===== config.mk =====
export PLATFORM = sky130hd
export DESIGN_NAME = noc_pe_interface
export DESIGN_NICKNAME = d
export VERILOG_FILES = /design/src/rtl/noc_pkg.sv /design/src/rtl/noc_sync_fifo.sv /design/src/rtl/noc_pe_interface.sv
export SDC_FILE = /design/constraint.sdc
export NUM_CORES = 1
export LEC_CHECK = 0
export ABC_AREA = 1
export BUFFER_PORTS_ARGS = -buffer_cell sky130_fd_sc_hd__buf_2
export CORE_AREA = 4 4 187 116
export CTS_CLUSTER_DIAMETER = 30
export DETAILED_ROUTE_END_ITERATION = 8
export DIE_AREA = 0 0 191 120
export GPL_ROUTABILITY_DRIVEN = 0
export MAX_ROUTING_LAYER = met4
export PLACE_DENSITY = 0.81
export RECOVER_POWER = 100
export SYNTH_ARGS = -nofsm -noshare
export SYNTH_HDL_FRONTEND = slang
export SYNTH_SLANG_ARGS = --single-unit

===== constraint.sdc =====
create_clock -name i_clk -period 5.75 [get_ports i_clk]
set_clock_uncertainty 0.05 [all_clocks]
set_input_delay 1.15 -clock i_clk [delete_from_list [all_inputs] [get_ports i_clk]]
set_output_delay 1.15 -clock i_clk [all_outputs]
set_load 0.02 [all_outputs]

===== src/rtl/noc_pkg.sv =====
// Shared constants and types for the PE-side NoC endpoint: flit geometry,
// counter widths and the TX skid-buffer state encoding.
package noc_pkg;

   localparam int NocDataWidth    = 32;
   localparam int NocAddrWidth    = 3;
   localparam int NocPayloadWidth = NocDataWidth - NocAddrWidth;
   localparam int NocDestMsb      = NocDataWidth - 1;
   localparam int NocDestLsb      = NocDataWidth - NocAddrWidth;

   localparam int TxCountWidth    = 16;
   localparam int RxCountWidth    = 16;
   localparam int DropCountWidth  = 8;

   typedef enum logic [1:0] {
      TxEmpty = 2'd0,
      TxMain  = 2'd1,
      TxFull  = 2'd2
   } txState_e;

endpackage


===== src/rtl/noc_sync_fifo.sv =====
// Single-clock first-word-fall-through FIFO. Pointers carry one extra wrap bit
// so full and empty can be told apart; read data is forced to zero while empty.
module noc_sync_fifo #(
   parameter int Width = 29,
   parameter int Depth = 4
) (
   input  logic             i_clk,
   input  logic             i_reset,
   input  logic             i_wrEn,
   input  logic [Width-1:0] i_wrData,
   input  logic             i_rdEn,
   output logic [Width-1:0] o_rdData,
   output logic             o_empty,
   output logic             o_full
);

   localparam int AddrBits = $clog2(Depth);
   localparam logic [AddrBits:0] PtrOne = {{AddrBits{1'b0}}, 1'b1};

   logic [Width-1:0]  mem [Depth];
   logic [AddrBits:0] wrPtr;
   logic [AddrBits:0] rdPtr;
   logic              doWrite;
   logic              doRead;

   assign o_empty  = (wrPtr == rdPtr);
   assign o_full   = (wrPtr[AddrBits] != rdPtr[AddrBits]) &&
                     (wrPtr[AddrBits-1:0] == rdPtr[AddrBits-1:0]);
   assign doWrite  = i_wrEn && !o_full;
   assign doRead   = i_rdEn && !o_empty;
   assign o_rdData = o_empty ? '0 : mem[rdPtr[AddrBits-1:0]];

   always_ff @(posedge i_clk or negedge i_reset) begin
      if (!i_reset) begin
         wrPtr <= '0;
         rdPtr <= '0;
      end else begin
         if (doWrite) wrPtr <= wrPtr + PtrOne;
         if (doRead)  rdPtr <= rdPtr + PtrOne;
      end
   end

   always_ff @(posedge i_clk) begin
      if (doWrite) mem[wrPtr[AddrBits-1:0]] <= i_wrData;
   end

endmodule


===== src/rtl/noc_pe_interface.sv =====
// PE-side endpoint of the NoC: TX packs {dest, payload} through a 2-entry skid
// buffer, RX filters on MyAddr into a FWFT FIFO, plus traffic/misroute counters.
module noc_pe_interface
   import noc_pkg::*;
#(
   parameter int DataWidth = NocDataWidth,
   parameter int AddrWidth = NocAddrWidth,
   parameter int MyAddr    = 0,
   parameter int RxDepth   = 4
) (
   input  logic                           i_clk,
   input  logic                           i_reset,
   input  logic [DataWidth-AddrWidth-1:0] i_pe_data,
   input  logic [AddrWidth-1:0]           i_pe_dest,
   input  logic                           i_pe_valid,
   output logic                           o_pe_ready,
   output logic [DataWidth-1:0]           o_noc_data,
   output logic                           o_noc_data_valid,
   input  logic                           i_noc_data_ready,
   input  logic [DataWidth-1:0]           i_noc_data,
   input  logic                           i_noc_data_valid,
   output logic                           o_noc_data_ready,
   output logic [DataWidth-AddrWidth-1:0] o_pe_data,
   output logic                           o_pe_valid,
   input  logic                           i_pe_ready,
   output logic [TxCountWidth-1:0]        o_tx_count,
   output logic [RxCountWidth-1:0]        o_rx_count,
   output logic [DropCountWidth-1:0]      o_drop_count,
   output logic [1:0]                     o_tx_state
);

   localparam int PayloadWidth = DataWidth - AddrWidth;
   localparam logic [AddrWidth-1:0] MyDest = AddrWidth'(MyAddr);

   // Every channel transfers on a rising edge where valid && ready; valid never
   // looks at ready, and data/valid stay put until that transfer happens.
   txState_e             txState, txNext;
   logic [DataWidth-1:0] mainData, skidData, txFlit;
   logic                 txAccept, txTake;
   logic                 loadMainIn, loadMainSkid, loadSkid;

   assign txFlit           = {i_pe_dest, i_pe_data};
   assign o_pe_ready       = (txState != TxFull);
   assign o_noc_data_valid = (txState != TxEmpty);
   assign o_noc_data       = mainData;
   assign o_tx_state       = txState;
   assign txAccept         = i_pe_valid && o_pe_ready;
   assign txTake           = o_noc_data_valid && i_noc_data_ready;

   always_ff @(posedge i_clk or negedge i_reset) begin
      if (!i_reset) txState <= TxEmpty;
      else          txState <= txNext;
   end

   always_comb begin
      txNext       = txState;
      loadMainIn   = 1'b0;
      loadMainSkid = 1'b0;
      loadSkid     = 1'b0;
      case (txState)
         TxEmpty: if (txAccept) begin
            txNext     = TxMain;
            loadMainIn = 1'b1;
         end
         TxMain: begin
            if (txAccept && txTake) begin
               loadMainIn = 1'b1;
            end else if (txTake) begin
               txNext = TxEmpty;
            end else if (txAccept) begin
               txNext   = TxFull;
               loadSkid = 1'b1;
            end
         end
         TxFull: if (txTake) begin
            txNext       = TxMain;
            loadMainSkid = 1'b1;
         end
         default: txNext = TxEmpty;
      endcase
   end

   always_ff @(posedge i_clk or negedge i_reset) begin
      if (!i_reset) begin
         mainData <= '0;
         skidData <= '0;
      end else begin
         if (loadMainIn)        mainData <= txFlit;
         else if (loadMainSkid) mainData <= skidData;
         if (loadSkid)          skidData <= txFlit;
      end
   end

   // RX: flits for other PEs are still consumed so the switch port never stalls on them.
   logic rxFull, rxEmpty, rxAccept, rxMatch, rxWrite, rxDrop;

   assign o_noc_data_ready = !rxFull;
   assign o_pe_valid       = !rxEmpty;
   assign rxAccept         = i_noc_data_valid && o_noc_data_ready;
   assign rxMatch          = (i_noc_data[DataWidth-1 -: AddrWidth] == MyDest);
   assign rxWrite          = rxAccept && rxMatch;
   assign rxDrop           = rxAccept && !rxMatch;

   noc_sync_fifo #(
      .Width (PayloadWidth),
      .Depth (RxDepth)
   ) rxFifo (
      .i_clk    (i_clk),
      .i_reset  (i_reset),
      .i_wrEn   (rxWrite),
      .i_wrData (i_noc_data[PayloadWidth-1:0]),
      .i_rdEn   (i_pe_ready),
      .o_rdData (o_pe_data),
      .o_empty  (rxEmpty),
      .o_full   (rxFull)
   );

   always_ff @(posedge i_clk or negedge i_reset) begin
      if (!i_reset) begin
         o_tx_count   <= '0;
         o_rx_count   <= '0;
         o_drop_count <= '0;
      end else begin
         if (txTake)                   o_tx_count <= o_tx_count + TxCountWidth'(1);
         if (o_pe_valid && i_pe_ready) o_rx_count <= o_rx_count + RxCountWidth'(1);
         if (rxDrop && (o_drop_count != '1))
            o_drop_count <= o_drop_count + DropCountWidth'(1);
      end
   end

endmodule


==> metrics, run 1 <==
status finished, violations left; failing checks capacitance limit, slew limit; Yosys cell types 32; Reg2Reg Setup Slack between 1 and 1.5 ns; layout cells sized above 1 approximately an eighth; setup TNS 0 ns; FF-to-FF path depth 7; Inst Count DP 1,377; Placeable Area approximately 20,000 um2; buffer and inverter count on the worst path 2; Post-CTS Hold Buffers 0; Post-DRT Antenna Nets 0; DP Wirelength between 10,000 and 15,000 um; fin crit share 81.9%; pin count of the biggest net entering global routing 64; GRT Resource Usage Total about a fifth; postcts setup bufs 0; htree depth 2; delay-heaviest family, CP flip-flops; Mapped Area a little under 10,000 um2; slowest cell on the critical path dfrtp_1; DP Area 11,000 um2; Post-Syn Nets ~1.0k; total CTS buffers 36; 1st-iter DRT viols ~540; Setup Viol. Count Final 0; GR Overflow Total 0; design area 12,000 um2; Max clock buf depth 3; end of the worst hold path skidData[26]; Slew @ Worst Pin ~3.3 ns; maximum clock rate between 200 and 250 MHz; RSZ-0062 raised after global routing false; DR WL/cell approximately 16 um; global-route wire length before repair 36,100 um; number of global-route vias before repair roughly 7.3k; largest stage delay on the critical path between 1.5 and 2 ns; DIE AREA 22,900 um2; CTS tree yes; Clock Latency Late Sink 0.49 ns; row count 40; min Tclk post-route between 4 and 5 ns; initial antenna violation count 3; Die Y between 100 and 150 um; max-slew violation count slightly below 200; Via density between 5 and 6; Vias approximately 7.4k; Min-Delay Path Class flop to flop; pwr dens 516 nW/um2; final hold violation count 0; cell mode on critical path nand2_1; #FFs+latches synth 228; CP Launch Type flop; Worst Min Path Start skidData[26]; Max IR drop VDD 0.000253 V; max-cap violation count 4; CTS Sinks between 200 and 250; Arr. time, crit path 3.51 ns; post-synthesis sequential area ratio between 60% and 70%; Reg2Reg Capture Point o_rx_count[8]; Post-Syn Area per Cell slightly above 10 um2; Routed WL about 23,000 um; Critical Path End Type output pin; Relative slew margins -120%; root buf cell clkbuf_16; Worst Path Class, Setup flop to output pin; crit path cell chain nand2_1 > nand2_1 > nand3_2 > nand2_1 > inv_1 > clkbuf_1; Non-Filler Instances between 1k and 1.5k; synth warn 0; initial core utilization about half; Worst-path clk slew about 0.050 ns; IO Count 177; 1st-pass router iterations 5; crit-path max FO roughly 60; Worst Path Required approximately 4.6 ns; Pleak 0.00504 uW; post-CTS resize count 0; Die X 191 um; hold path cells 2; drt drc 0; Mapped Cells 959; Reg2Reg Launch Point rxFifo.rdPtr[0]; Net count, final roughly 1.2k; P&R area growth vs syn 21.7%; Port Buffers around 180
-- per-layer routing --
| layer | vias to the layer above | share of wire (%) | track usage [%] |
|---|---|---|---|
| met3 | 41 | 7.2 | 4.42 |
| met2 | 238 | 45 | 29.2 |
| met1 | 3568 | 47 | 28.0 |
| li1 | 3573 | - | - |
| met4 | 0 | 1.8 | 4.89 |
| met5 | - | 0 | - |
-- placed cells by master (no fill, tap or decap), drive strengths merged --
master,instances
bufinv,5
nand2,220
nand4,1
o211ai,3
clkinv,8
dfrtp,112
mux2,29
buf,46
edfxtp,116
clkbuf,180
xor2,16
o22ai,29
diode,3
nor3,2
o21ai,105
ha,8
inv,88
clkinvlp,4
xnor2,10
nand3b,1
nand3,23
nor2,135
a21oi,29
-- kinds of logic after synthesis --
group                      synth area share (%)
xor gates and xnor gates                   2.31
AOI/OAI and AO/OA                          8.86
DFF                                        63.7
buffers and inverters                      5.06
adders and majority gates                  1.01
muxes                                      3.31
and+or+nand+nor                            15.8
-- layout make-up --
class / count / area (um2)
flip-flops and latches: 228 / 6290
repair buffers: 184 / 768
clock inverters: 24 / 299
clock buffers: 42 / 975
multi-input cells: 611 / 3030
fillers: 1720 / 7850
inverters: 81 / 305
well taps: 273 / 342
diodes: 3 / 7.51
-- where the power goes --
| part | internal (uW) | switching, uW |
|---|---|---|
| combinational | 521 | 1220 |
| clock | 1460 | 779 |
| sequential | 1970 | 245 |
-- state kept, by name, summed over array words and instances, names as in the netlist --
signal        count
o_noc_data       32
rxFifo.wrPtr      3
o_tx_state        2
o_rx_count       16
rxFifo.mem      116
skidData         32
o_drop_count      8
rxFifo.rdPtr      3
o_tx_count       16
-- cells in the mapped netlist (all sizes together) --
cell	n	area, um2
o21ai	105	526
xnor2	10	87.6
ha	8	100
a21oi	29	145
dfrtp	112	2800
clkbuf	17	63.8
nand4	1	6.26
nor2	135	546
nor3	2	21.3
buf	22	130
nand2	220	838
xor2	16	140
o211ai	3	22.5
edfxtp	116	3480
clkinv	1	5.00
nand3	23	138
inv	80	300
nand3b	1	7.51
mux2	29	327
o22ai	29	181
-- worst max path at each step --
stage	from	endpoint	slack, ns	cells after the start
2_1_floorplan	i_noc_data[30]	rxFifo.mem[3][0]	2.45	5
3_3_place_gp	rxFifo.rdPtr[1]	o_pe_data[19]	2.28	7
3_5_place_dp	rxFifo.rdPtr[1]	o_pe_data[27]	2.14	7
4_1_cts	rxFifo.rdPtr[0]	o_pe_data[10]	1.62	6
5_1_grt	rxFifo.rdPtr[0]	o_pe_data[19]	0.73	6
6_report	rxFifo.rdPtr[0]	o_pe_data[10]	1.04	6
-- metrics by stage --
step           setup WS [ns]  util (%)  power, uW  hold slack [ns]
4_1_cts                 1.62      61.6       6340            0.441
3_3_place_gp            2.28      55.2       4000            0.418
5_1_grt                0.728      60.5       6560            0.463
6_report                1.04      60.5       6200            0.437
3_5_place_dp            2.14      55.2       4080            0.428
2_1_floorplan           2.45         -       3450            0.404
-- worst reg2reg max path: cells and delay by family (launching register included) --
kind,cells,cell delay (ns)
simple gates,5,1.87
buf+inv,1,0.55
flops,1,1.59
compound gates,1,0.10
Note: power is estimated with default switching activity, not from simulation.
==> run 2, diff against run 1 <==
--- a/config.mk
+++ b/config.mk
@@ -5,15 +5,15 @@
 export SDC_FILE = /design/constraint.sdc
 export NUM_CORES = 1
 export LEC_CHECK = 0
-export ABC_AREA = 1
+export ABC_AREA = 0
 export BUFFER_PORTS_ARGS = -buffer_cell sky130_fd_sc_hd__buf_2
-export CORE_AREA = 4 4 187 116
+export CORE_AREA = 4 4 182 113
 export CTS_CLUSTER_DIAMETER = 30
 export DETAILED_ROUTE_END_ITERATION = 8
-export DIE_AREA = 0 0 191 120
+export DIE_AREA = 0 0 186 117
 export GPL_ROUTABILITY_DRIVEN = 0
 export MAX_ROUTING_LAYER = met4
-export PLACE_DENSITY = 0.81
+export PLACE_DENSITY = 0.84
 export RECOVER_POWER = 100
 export SYNTH_ARGS = -nofsm -noshare
 export SYNTH_HDL_FRONTEND = slang
==> constraint.sdc (replaced) <==
create_clock -name i_clk -period 3.8 [get_ports i_clk]
set_clock_uncertainty 0.05 [all_clocks]
set_input_delay 0.76 -clock i_clk [delete_from_list [all_inputs] [get_ports i_clk]]
set_output_delay 0.76 -clock i_clk [all_outputs]
set_load 0.02 [all_outputs]
==> metrics, run 2 <==
status finished, violations left; failing checks capacitance limit, slew limit; post-synthesis sequential area ratio about two thirds; commonest non-fill, non-tap cell in the layout clkbuf_1; largest stage delay on the critical path 0.64 ns; layout cells sized above 1 about a quarter; internal power approximately 6200 uW; post-CTS resize count 0; Yosys cell types approximately 40; initial antenna violation count 0; top-count cell post-synth edfxtp_1; Worst Path Required roughly 3.0 ns; Reg2Reg Setup Slack 0.86 ns; IO Count approximately 180; drt drc 0; Post-Route Utilization just over 60%; Setup Viol. Count Final 0; Clk pwr share 33.8%; slowest cell on the critical path dfrtp_2; Net Sw Frac between 30% and 40%; CP Depth 5; Min-Delay Path Class flop to flop; delay-heaviest family, CP buffers and inverters; Mapped Area ~9300 um2; P&R area growth vs syn 23.3%; max-slew violation count roughly 160; hold path cells 1; Synth top cells by count 116 x edfxtp_1, 112 x dfrtp_1, 44 x nand2_1; DR WL/cell between 15 and 20 um; #FFs+latches synth between 200 and 250; pin count of the biggest net entering global routing 65; Clock Latency Late Sink about 0.50 ns; htree depth 2; Pleak 0.00465 uW; CP Launch Type flop; Post-synth EDFFs ~120; initial core utilization between 40 and 50%; global-route wire length before repair 31,300 um; Reg2Reg Capture Point rxFifo.mem[3][22]; post-synth top area cell edfxtp_1; Max IR drop VDD 0.000439 V; max-cap violation count 3; Critical Path End Type output pin; Mapped Cells ~600; GR Overflow Total 0; Port Buffers 176; Routed WL between 15,000 and 20,000 um; setup TNS 0 ns; final hold violation count 0; Reg2Reg Launch Point rxFifo.rdPtr[0]; postcts setup bufs 0; CTS Sinks around 230; fin crit share between 90 and 100%; Max clock buf depth 3; synth warn 0; crit-path max FO 36; Slew @ Worst Pin 2.00 ns; Inst Count DP around 1.0k; FF-to-FF path depth 4; pwr dens approximately 830 nW/um2; Placeable Area 18,800 um2; GRT Resource Usage Total 18.7%; CTS tree yes; number of global-route vias before repair between 5k and 6k; Vias between 5k and 6k; Async S/R FF share, synth between 40% and 50%; combinational power share 29.7%; Via density around 5.2; Worst-path clk slew 0.06 ns; crit path cell chain xor2_1 > nor3_4 > inv_2 > and2_1 > clkbuf_1; largest cells by area after synthesis edfxtp_1 37%, dfrtp_1 30%, mux4_2 7.0%; row count 39; end of the worst hold path o_rx_count[15]; Worst Min Path Start o_rx_count[15]; 1st-iter DRT viols around 290; Die Y approximately 120 um; Arr. time, crit path 2.62 ns; 1st-pass router iterations 4; min Tclk post-route 3.43 ns; DP Wirelength 13,000 um; Post-Syn Nets ~680; Post-DRT Antenna Nets 0; root buf cell clkbuf_16; DIE AREA roughly 22,000 um2; commonest non-fill, non-tap cells in the layout 132 x clkbuf_1, 116 x edfxtp_1, 111 x dfrtp_1, 46 x buf_2, 44 x nand2_1; Ant. Diodes 0; RSZ-0062 raised after global routing false; sequential share of power approximately 36%; Die X about 190 um; top_reg_cell synth edfxtp_1; P_sw 3380 uW; Non-Filler Instances approximately 1.1k; Worst Path Class, Setup flop to output pin; total CTS buffers 36; buffer and inverter count on the worst path 2; Relative slew margins -33.2%; Post-Syn Area per Cell about 16 um2; Post-CTS Hold Buffers 0; max reg flops 116; Net count, final 874; Synth top area share between 30% and 40%; maximum clock rate approximately 300 MHz
[run 2: power by group through the flow]
stage,combinational [uW],clock [uW],sequential [uW]
2_1_floorplan,1840,0,3740
3_3_place_gp,2980,0,3520
3_5_place_dp,3040,0,3540
4_1_cts,3060,3310,3510
5_1_grt,3130,3460,3590
6_report,2860,3250,3500
[run 2: kinds of logic after synthesis]
logic type               Yosys count  share of synthesized area, %
AO/OA/AOI/OAI                     43                          2.57
XOR/XNOR                          43                          4.19
adder cells (fa/ha/maj)            8                          1.07
buffers and inverters             33                          1.49
flip-flops                       228                          67.3
multiplexers                      99                          15.0
AND/OR/NAND/NOR                  145                          8.38
[run 2: routing by layer]
metal	global-route usage (%)	up-vias	part of all wire (%)
met1	26.9	2793	46
met2	27.7	155	47
met5	-	-	0
met4	5.09	0	2.0
li1	-	2627	-
met3	3.61	35	4.8
[run 2: how the worst max path moves through the flow]
stage	from	end	slack, ns
final	rxFifo.rdPtr[0]	o_pe_data[8]	0.37
after global routing	rxFifo.rdPtr[0]	o_pe_data[5]	0.14
after CTS	rxFifo.rdPtr[0]	o_pe_data[28]	0.35
after detailed placement	rxFifo.rdPtr[0]	o_pe_data[28]	0.89
after global placement	rxFifo.rdPtr[0]	o_pe_data[1]	0.94
after floorplan	i_noc_data[30]	rxFifo.mem[3][0]	1.26
[run 2: layout make-up]
type	instances	area, um2
Tap cell	246	308
Clock buffer	40	958
Timing Repair Buffer	185	771
Inverter	7	26.3
Multi-Input combinational cell	338	2890
Sequential cell	228	6290
Fill cell	1508	7320
Clock inverter	26	278
[run 2: metrics by stage]
step	total power [uW]	area, um2	setup WS (ns)	hold WS, ns
finish	9610	11500	0.374	0.442
global route	10200	11500	0.143	0.442
CTS	9880	11700	0.348	0.332
detailed placement	6590	10500	0.888	0.425
global placement	6500	10500	0.941	0.405
floorplan	5580	9340	1.26	0.407
